[src/rtl/mem_rw_arbiter.sv]
`default_nettype none
// ============================================================================
// Module      : mem_rw_arbiter
// Description : Round-robin arbiter placing up to NUM_CH read/write clients
//               onto a single RAM port. One access at a time: IDLE grants,
//               ACCESS holds address/data until the RAM completes or the
//               timeout expires, RESP pulses done (and err on timeout) back
//               to the granted client.
// Ports       : clk, rst            - clock, synchronous active-high reset
//               ch_rden_in/wren_in  - per-channel level requests
//               ch_addr_in/wdata_in - per-channel packed address / data
//               ch_done_out/err_out - one-hot completion / timeout pulses
//               rdata_out           - last read data returned
//               busy_out            - high while not IDLE
//               mem_*               - RAM port (enables, addr, data, done)
// Revision    : 1.0 - initial release
// ============================================================================
module mem_rw_arbiter #(
    parameter int NUM_CH  = 4,
    parameter int WORD_W  = 32,
    parameter int ADDR_W  = 16,
    parameter int TIMEOUT = 255
) (
    input  logic                       clk,
    input  logic                       rst,
    input  logic [NUM_CH-1:0]          ch_rden_in,
    input  logic [NUM_CH-1:0]          ch_wren_in,
    input  logic [NUM_CH*ADDR_W-1:0]   ch_addr_in,
    input  logic [NUM_CH*WORD_W-1:0]   ch_wdata_in,
    output logic [NUM_CH-1:0]          ch_done_out,
    output logic [NUM_CH-1:0]          ch_err_out,
    output logic [WORD_W-1:0]          rdata_out,
    output logic                       busy_out,
    output logic                       mem_rden_out,
    output logic                       mem_wren_out,
    output logic [ADDR_W-1:0]          mem_addr_out,
    output logic [WORD_W-1:0]          mem_wdata_out,
    input  logic [WORD_W-1:0]          mem_rdata_in,
    input  logic                       mem_done_in
);

    localparam int c_IDX_W = (NUM_CH > 1) ? $clog2(NUM_CH) : 1;
    localparam int c_CNT_W = (TIMEOUT > 0) ? $clog2(TIMEOUT + 1) : 1;
    localparam logic [c_CNT_W-1:0] c_TMO  = c_CNT_W'(TIMEOUT);
    localparam logic [c_IDX_W-1:0] c_LAST = c_IDX_W'(NUM_CH - 1);

    typedef enum logic [1:0] {
        ST_IDLE   = 2'd0,
        ST_ACCESS = 2'd1,
        ST_RESP   = 2'd2
    } state_t;

    state_t               r_state;
    logic [c_IDX_W-1:0]   r_rr_ptr;
    logic [c_IDX_W-1:0]   r_ch;
    logic                 r_is_rd;
    logic [c_CNT_W-1:0]   r_cnt;

    state_t               w_state;
    logic [c_IDX_W-1:0]   w_rr_ptr;
    logic [c_IDX_W-1:0]   w_ch;
    logic                 w_is_rd;
    logic [c_CNT_W-1:0]   w_cnt;
    logic [NUM_CH-1:0]    w_done;
    logic [NUM_CH-1:0]    w_err;
    logic [WORD_W-1:0]    w_rdata;
    logic                 w_busy;
    logic                 w_mem_rden;
    logic                 w_mem_wren;
    logic [ADDR_W-1:0]    w_mem_addr;
    logic [WORD_W-1:0]    w_mem_wdata;

    logic [NUM_CH-1:0]    w_pend;
    logic                 w_found;
    logic [c_IDX_W-1:0]   w_gnt;

    logic [ADDR_W-1:0]    w_addr  [NUM_CH];
    logic [WORD_W-1:0]    w_wdata [NUM_CH];

    genvar gi;
    generate
        for (gi = 0; gi < NUM_CH; gi++) begin : g_unpack
            assign w_addr[gi]  = ch_addr_in[gi*ADDR_W +: ADDR_W];
            assign w_wdata[gi] = ch_wdata_in[gi*WORD_W +: WORD_W];
        end
    endgenerate

    assign w_pend = ch_rden_in | ch_wren_in;

    // Round-robin search: first pending channel at or above rr_ptr, wrapping.
    always_comb begin
        int                 v_j;
        logic [c_IDX_W-1:0] v_idx;
        w_found = 1'b0;
        w_gnt   = '0;
        v_j     = 0;
        v_idx   = '0;
        for (int k = 0; k < NUM_CH; k++) begin
            v_j = int'(r_rr_ptr) + k;
            if (v_j >= NUM_CH) begin
                v_j = v_j - NUM_CH;
            end
            v_idx = c_IDX_W'(v_j);
            if (!w_found && w_pend[v_idx]) begin
                w_found = 1'b1;
                w_gnt   = v_idx;
            end
        end
    end

    // Next-state and next-output logic; every output is registered below.
    always_comb begin
        w_state     = r_state;
        w_rr_ptr    = r_rr_ptr;
        w_ch        = r_ch;
        w_is_rd     = r_is_rd;
        w_cnt       = r_cnt;
        w_done      = '0;
        w_err       = '0;
        w_rdata     = rdata_out;
        w_mem_rden  = mem_rden_out;
        w_mem_wren  = mem_wren_out;
        w_mem_addr  = mem_addr_out;
        w_mem_wdata = mem_wdata_out;

        case (r_state)
            ST_IDLE: begin
                if (w_found) begin
                    w_state     = ST_ACCESS;
                    w_ch        = w_gnt;
                    // Read wins when a client raises both enables.
                    w_is_rd     = ch_rden_in[w_gnt];
                    w_cnt       = '0;
                    w_mem_rden  = ch_rden_in[w_gnt];
                    w_mem_wren  = ~ch_rden_in[w_gnt];
                    w_mem_addr  = w_addr[w_gnt];
                    w_mem_wdata = ch_rden_in[w_gnt] ? '0 : w_wdata[w_gnt];
                end
            end
            ST_ACCESS: begin
                w_cnt = r_cnt + 1'b1;
                // A completion in the same cycle as expiry is a success.
                if (mem_done_in) begin
                    w_state      = ST_RESP;
                    w_done[r_ch] = 1'b1;
                    if (r_is_rd) begin
                        w_rdata = mem_rdata_in;
                    end
                    w_mem_rden  = 1'b0;
                    w_mem_wren  = 1'b0;
                    w_mem_addr  = '0;
                    w_mem_wdata = '0;
                end else if ((TIMEOUT != 0) && (w_cnt == c_TMO)) begin
                    w_state      = ST_RESP;
                    w_done[r_ch] = 1'b1;
                    w_err[r_ch]  = 1'b1;
                    w_rdata      = '0;
                    w_mem_rden   = 1'b0;
                    w_mem_wren   = 1'b0;
                    w_mem_addr   = '0;
                    w_mem_wdata  = '0;
                end
            end
            ST_RESP: begin
                w_state  = ST_IDLE;
                w_rr_ptr = (r_ch == c_LAST) ? '0 : r_ch + 1'b1;
            end
            default: begin
                w_state = ST_IDLE;
            end
        endcase

        w_busy = (w_state != ST_IDLE);
    end

    always_ff @(posedge clk) begin
        if (rst) begin
            r_state       <= ST_IDLE;
            r_rr_ptr      <= '0;
            r_ch          <= '0;
            r_is_rd       <= 1'b0;
            r_cnt         <= '0;
            ch_done_out   <= '0;
            ch_err_out    <= '0;
            rdata_out     <= '0;
            busy_out      <= 1'b0;
            mem_rden_out  <= 1'b0;
            mem_wren_out  <= 1'b0;
            mem_addr_out  <= '0;
            mem_wdata_out <= '0;
        end else begin
            r_state       <= w_state;
            r_rr_ptr      <= w_rr_ptr;
            r_ch          <= w_ch;
            r_is_rd       <= w_is_rd;
            r_cnt         <= w_cnt;
            ch_done_out   <= w_done;
            ch_err_out    <= w_err;
            rdata_out     <= w_rdata;
            busy_out      <= w_busy;
            mem_rden_out  <= w_mem_rden;
            mem_wren_out  <= w_mem_wren;
            mem_addr_out  <= w_mem_addr;
            mem_wdata_out <= w_mem_wdata;
        end
    end

endmodule
`default_nettype wire

[config.mk]
export PLATFORM = sky130hd
export DESIGN_NAME = mem_rw_arbiter
export DESIGN_NICKNAME = d
export VERILOG_FILES = /design/src/rtl/mem_rw_arbiter.sv
export SDC_FILE = /design/constraint.sdc
export NUM_CORES = 1
export LEC_CHECK = 0
export BUFFER_PORTS_ARGS = -buffer_cell sky130_fd_sc_hd__buf_2
export CORE_AREA = 4 4 125 127
export CTS_CLUSTER_DIAMETER = 150
export DETAILED_ROUTE_END_ITERATION = 6
export DIE_AREA = 0 0 129 131
export PLACE_DENSITY = 0.77
export SYNTH_ARGS = -nofsm -noshare
export SYNTH_HDL_FRONTEND = slang
export SYNTH_SLANG_ARGS = --single-unit
[constraint.sdc]
create_clock -name clk -period 2.4 [get_ports clk]
set_input_delay 0.24 -clock clk [delete_from_list [all_inputs] [get_ports clk]]
set_output_delay 0.24 -clock clk [all_outputs]
set_load 0.05 [all_outputs]
==> flow_metrics.env <==
export IMPL_status="completed"
export IMPL_fillers=1362
export IMPL_drive_gt1_share_pct=42.32
export IMPL_hp_class="primary input to flop"
export IMPL_ys_seq_area_share_pct=39.11
export IMPL_first_pass_iters=5
export IMPL_worst_pin_slew_ns=0.6593
export IMPL_syn_inst=602
export IMPL_p_leak_uw=0.003401
export IMPL_tns_ns=0
export IMPL_dp_cells=1080
export IMPL_cts_sinks=106
export IMPL_reg2reg_from="r_rr_ptr[1]"
export IMPL_rsz0062_at_grt="no"
export IMPL_post_route_period_util_pct=94.63
export IMPL_dpl_hpwl_um=13590
export IMPL_powerDensity_mw_per_mm2=624.5
export IMPL_grt_overflow_total=0
export IMPL_start_kind="flop"
export IMPL_die_y_um=131
export IMPL_setup_violations=0
export IMPL_max_freq_mhz=440.3
export IMPL_synth_top_family_by_area="compound AO/OA/AOI/OAI gates"
export IMPL_peakVddDrop_mv=0.3796
export IMPL_yosys_cell_types_count=44
export IMPL_worstSetupPathType="flop to flop"
export IMPL_layout_common_cells="buf_2 (325), dfxtp_1 (105), mux2i_1 (81)"
export IMPL_grt_pass1_wl_um=26040
export IMPL_grt_usage_pct=19.29
export IMPL_cts_clk_slew_worst_paths_ns=0.07
export IMPL_fin_crit_ns=2.271
export IMPL_synth_nets=843
export IMPL_path_max_fanout=33
export IMPL_synth_edff_count=0
export IMPL_cts_setup_buffers=0
export IMPL_place_congestion=0.8775
export IMPL_synthArstFlopShare_pct=0
export IMPL_whs_ns=0.1760
export IMPL_wl_um=17530
export IMPL_synth_fa_ha_area_share_pct=1.384
export IMPL_cts_tree="yes"
export IMPL_synth_xor_area_share_pct=0.1614
export IMPL_yosys_most_used_dff="dfxtp_1"
export IMPL_port_buffers=325
export IMPL_fin_cells=1097
export IMPL_dieArea_mm2=0.01690
export IMPL_syn_area_per_cell_um2=9.012
export IMPL_synth_mux_area_share_pct=18.27
export IMPL_rows=44
export IMPL_final_common_cell="buf_2"
export IMPL_grt_max_degree=52
export IMPL_drv_slew=0
export IMPL_synthSimpleGateAreaFrac_pct=14.83
export IMPL_arrival_ns=2.57
export IMPL_h_tree_depth=3
export IMPL_synth_compound_area_share_pct=21.98
export IMPL_route_vias_total=5732
export IMPL_synth_area_mm2=0.005425
export IMPL_vias_per_cell=5.225
export IMPL_grt_pass1_vias=5400
export IMPL_fp_dieW_um=129
export IMPL_cts_hold_buf=0
export IMPL_core_mm2=0.01442
export IMPL_antenna_found_initial=0
export IMPL_relSlewSlack_pct=55.91
export IMPL_drv_cap=0
export IMPL_hold_viol_final=0
export IMPL_final_nets=1148
export IMPL_ys_ff_latch=106
export IMPL_area_growth_pct=39.48
export IMPL_yosys_warnings=0
export IMPL_route_detailed_drc=0
export IMPL_cts_root_buffer="clkbuf_16"
export IMPL_start_util_pct=37.61
export IMPL_startpoint="r_rr_ptr[1]"
export IMPL_wire_per_inst_um=15.98
export IMPL_ios=326
export IMPL_final_core_util_pct=52.46
export IMPL_placed_area_mm2=0.007252
export IMPL_drt_iter0_markers=172
export IMPL_clock_latency_ns=0.36
export IMPL_cts_inserted_buffers=9
export IMPL_clock_skew_ns=0.005371
export IMPL_required_ns=2.70
export IMPL_end_kind="flop"
export IMPL_min_from="mem_rdata_in[13]"
export IMPL_clockBufferDepth=2
export IMPL_antenna_left=0
export IMPL_design_area_mm2=0.007567
## report_power, final
group / total (uW) / leakage, uW / internal, uW / switching, uW
logic: 1300 / 0.00239 / 458 / 846
registers: 1960 / 0.000865 / 1880 / 72.7
clock network: 1460 / 0.000143 / 755 / 710
## sequential cells by signal, summed over array words and instances (netlist names), 2 cells and up
signal	cells
ch_done_out	4
ch_err_out	4
mem_addr_out	16
mem_wdata_out	32
r_ch	2
r_cnt	8
r_rr_ptr	2
r_state	2
rdata_out	32
## critical path, cell delays in order (launching register included)
cell and delay (ns):
dfxtp_1 0.42, o21ai_1 0.13, a311o_1 0.39, and2_4 0.24, a211o_1 0.36, a211oi_4 0.26, buf_12 0.22, a32o_1 0.18
## timing repair
item / CTS / global route
gates resized for setup: 0 / 4
endpoints found under the setup margin: 0 / 39
hold endpoints to repair: 0 / 0
## synth_stat cells, drive strengths merged, types with 3 or more instances
cell | n | area [um2]
dfxtp | 106 | 2122
mux2i | 81 | 810.8
nand2 | 72 | 270.3
a21oi | 47 | 235.2
clkbuf | 38 | 142.6
nor2 | 38 | 142.6
nand3 | 37 | 185.2
a22oi | 33 | 247.7
a32o | 32 | 320.3
a221o | 17 | 170.2
mux2 | 16 | 180.2
buf | 12 | 73.81
and2 | 10 | 62.56
nor3 | 8 | 40.04
ha | 6 | 75.07
o21ai | 6 | 30.02
inv | 4 | 15.01
nor2b | 4 | 25.02
a211oi | 3 | 35.03
a21o | 3 | 22.52
or2 | 3 | 18.77
or3 | 3 | 18.77
## layer usage
metal	track usage [%]	vias up	routed length [um]
met5	0	-	0
met4	7.844	0	478
met3	4.837	31	1314
met2	33.72	216	8829
met1	22.62	2638	6907
li1	-	2847	-
## path summary, 6_finish.rpt
kind / end / slack [ns] / cells past startpoint
worst min register to register: mem_wdata_out[2] / 0.46 / 1
worst max register to register: mem_wdata_out[8] / 0.13 / 7
worst max-delay path: mem_wdata_out[8] / 0.13 / 7
worst min-delay path: rdata_out[13] / 0.18 / 3
## metrics by stage
| step | setup WS [ns] | power, uW |
|---|---|---|
| global placement | 0.08802 | 3290 |
| finish | 0.1290 | 4726 |
| CTS | 0.02068 | 4772 |
| global route | 0.0004283 | 4938 |
| floorplan | 0.1159 | 2851 |
| detailed placement | 0.03563 | 3303 |
## cell families (layout without fill, tap and decap cells)
group	Yosys count	in the layout
AND/OR/NAND/NOR	181	181
AO/OA/AOI/OAI	157	157
flip-flops	106	106
multiplexers	97	97
buffers and inverters	54	364
adder cells (fa/ha/maj)	6	6
XOR/XNOR	1	1
other	0	1
## cell type report
cell class | instances | area, um2 | area share (%)
antenna | 1 | 2.502 | 0.03307
inverter | 4 | 15.01 | 0.1984
multi-input combinational | 442 | 3103 | 41.01
timing repair buffer | 344 | 1798 | 23.76
sequential | 106 | 2123 | 28.06
tap | 184 | 230.2 | 3.042
clock buffer | 10 | 239.0 | 3.158
clock inverter | 6 | 56.30 | 0.7440
No activity file was read; power rests on OpenSTA's default activity.
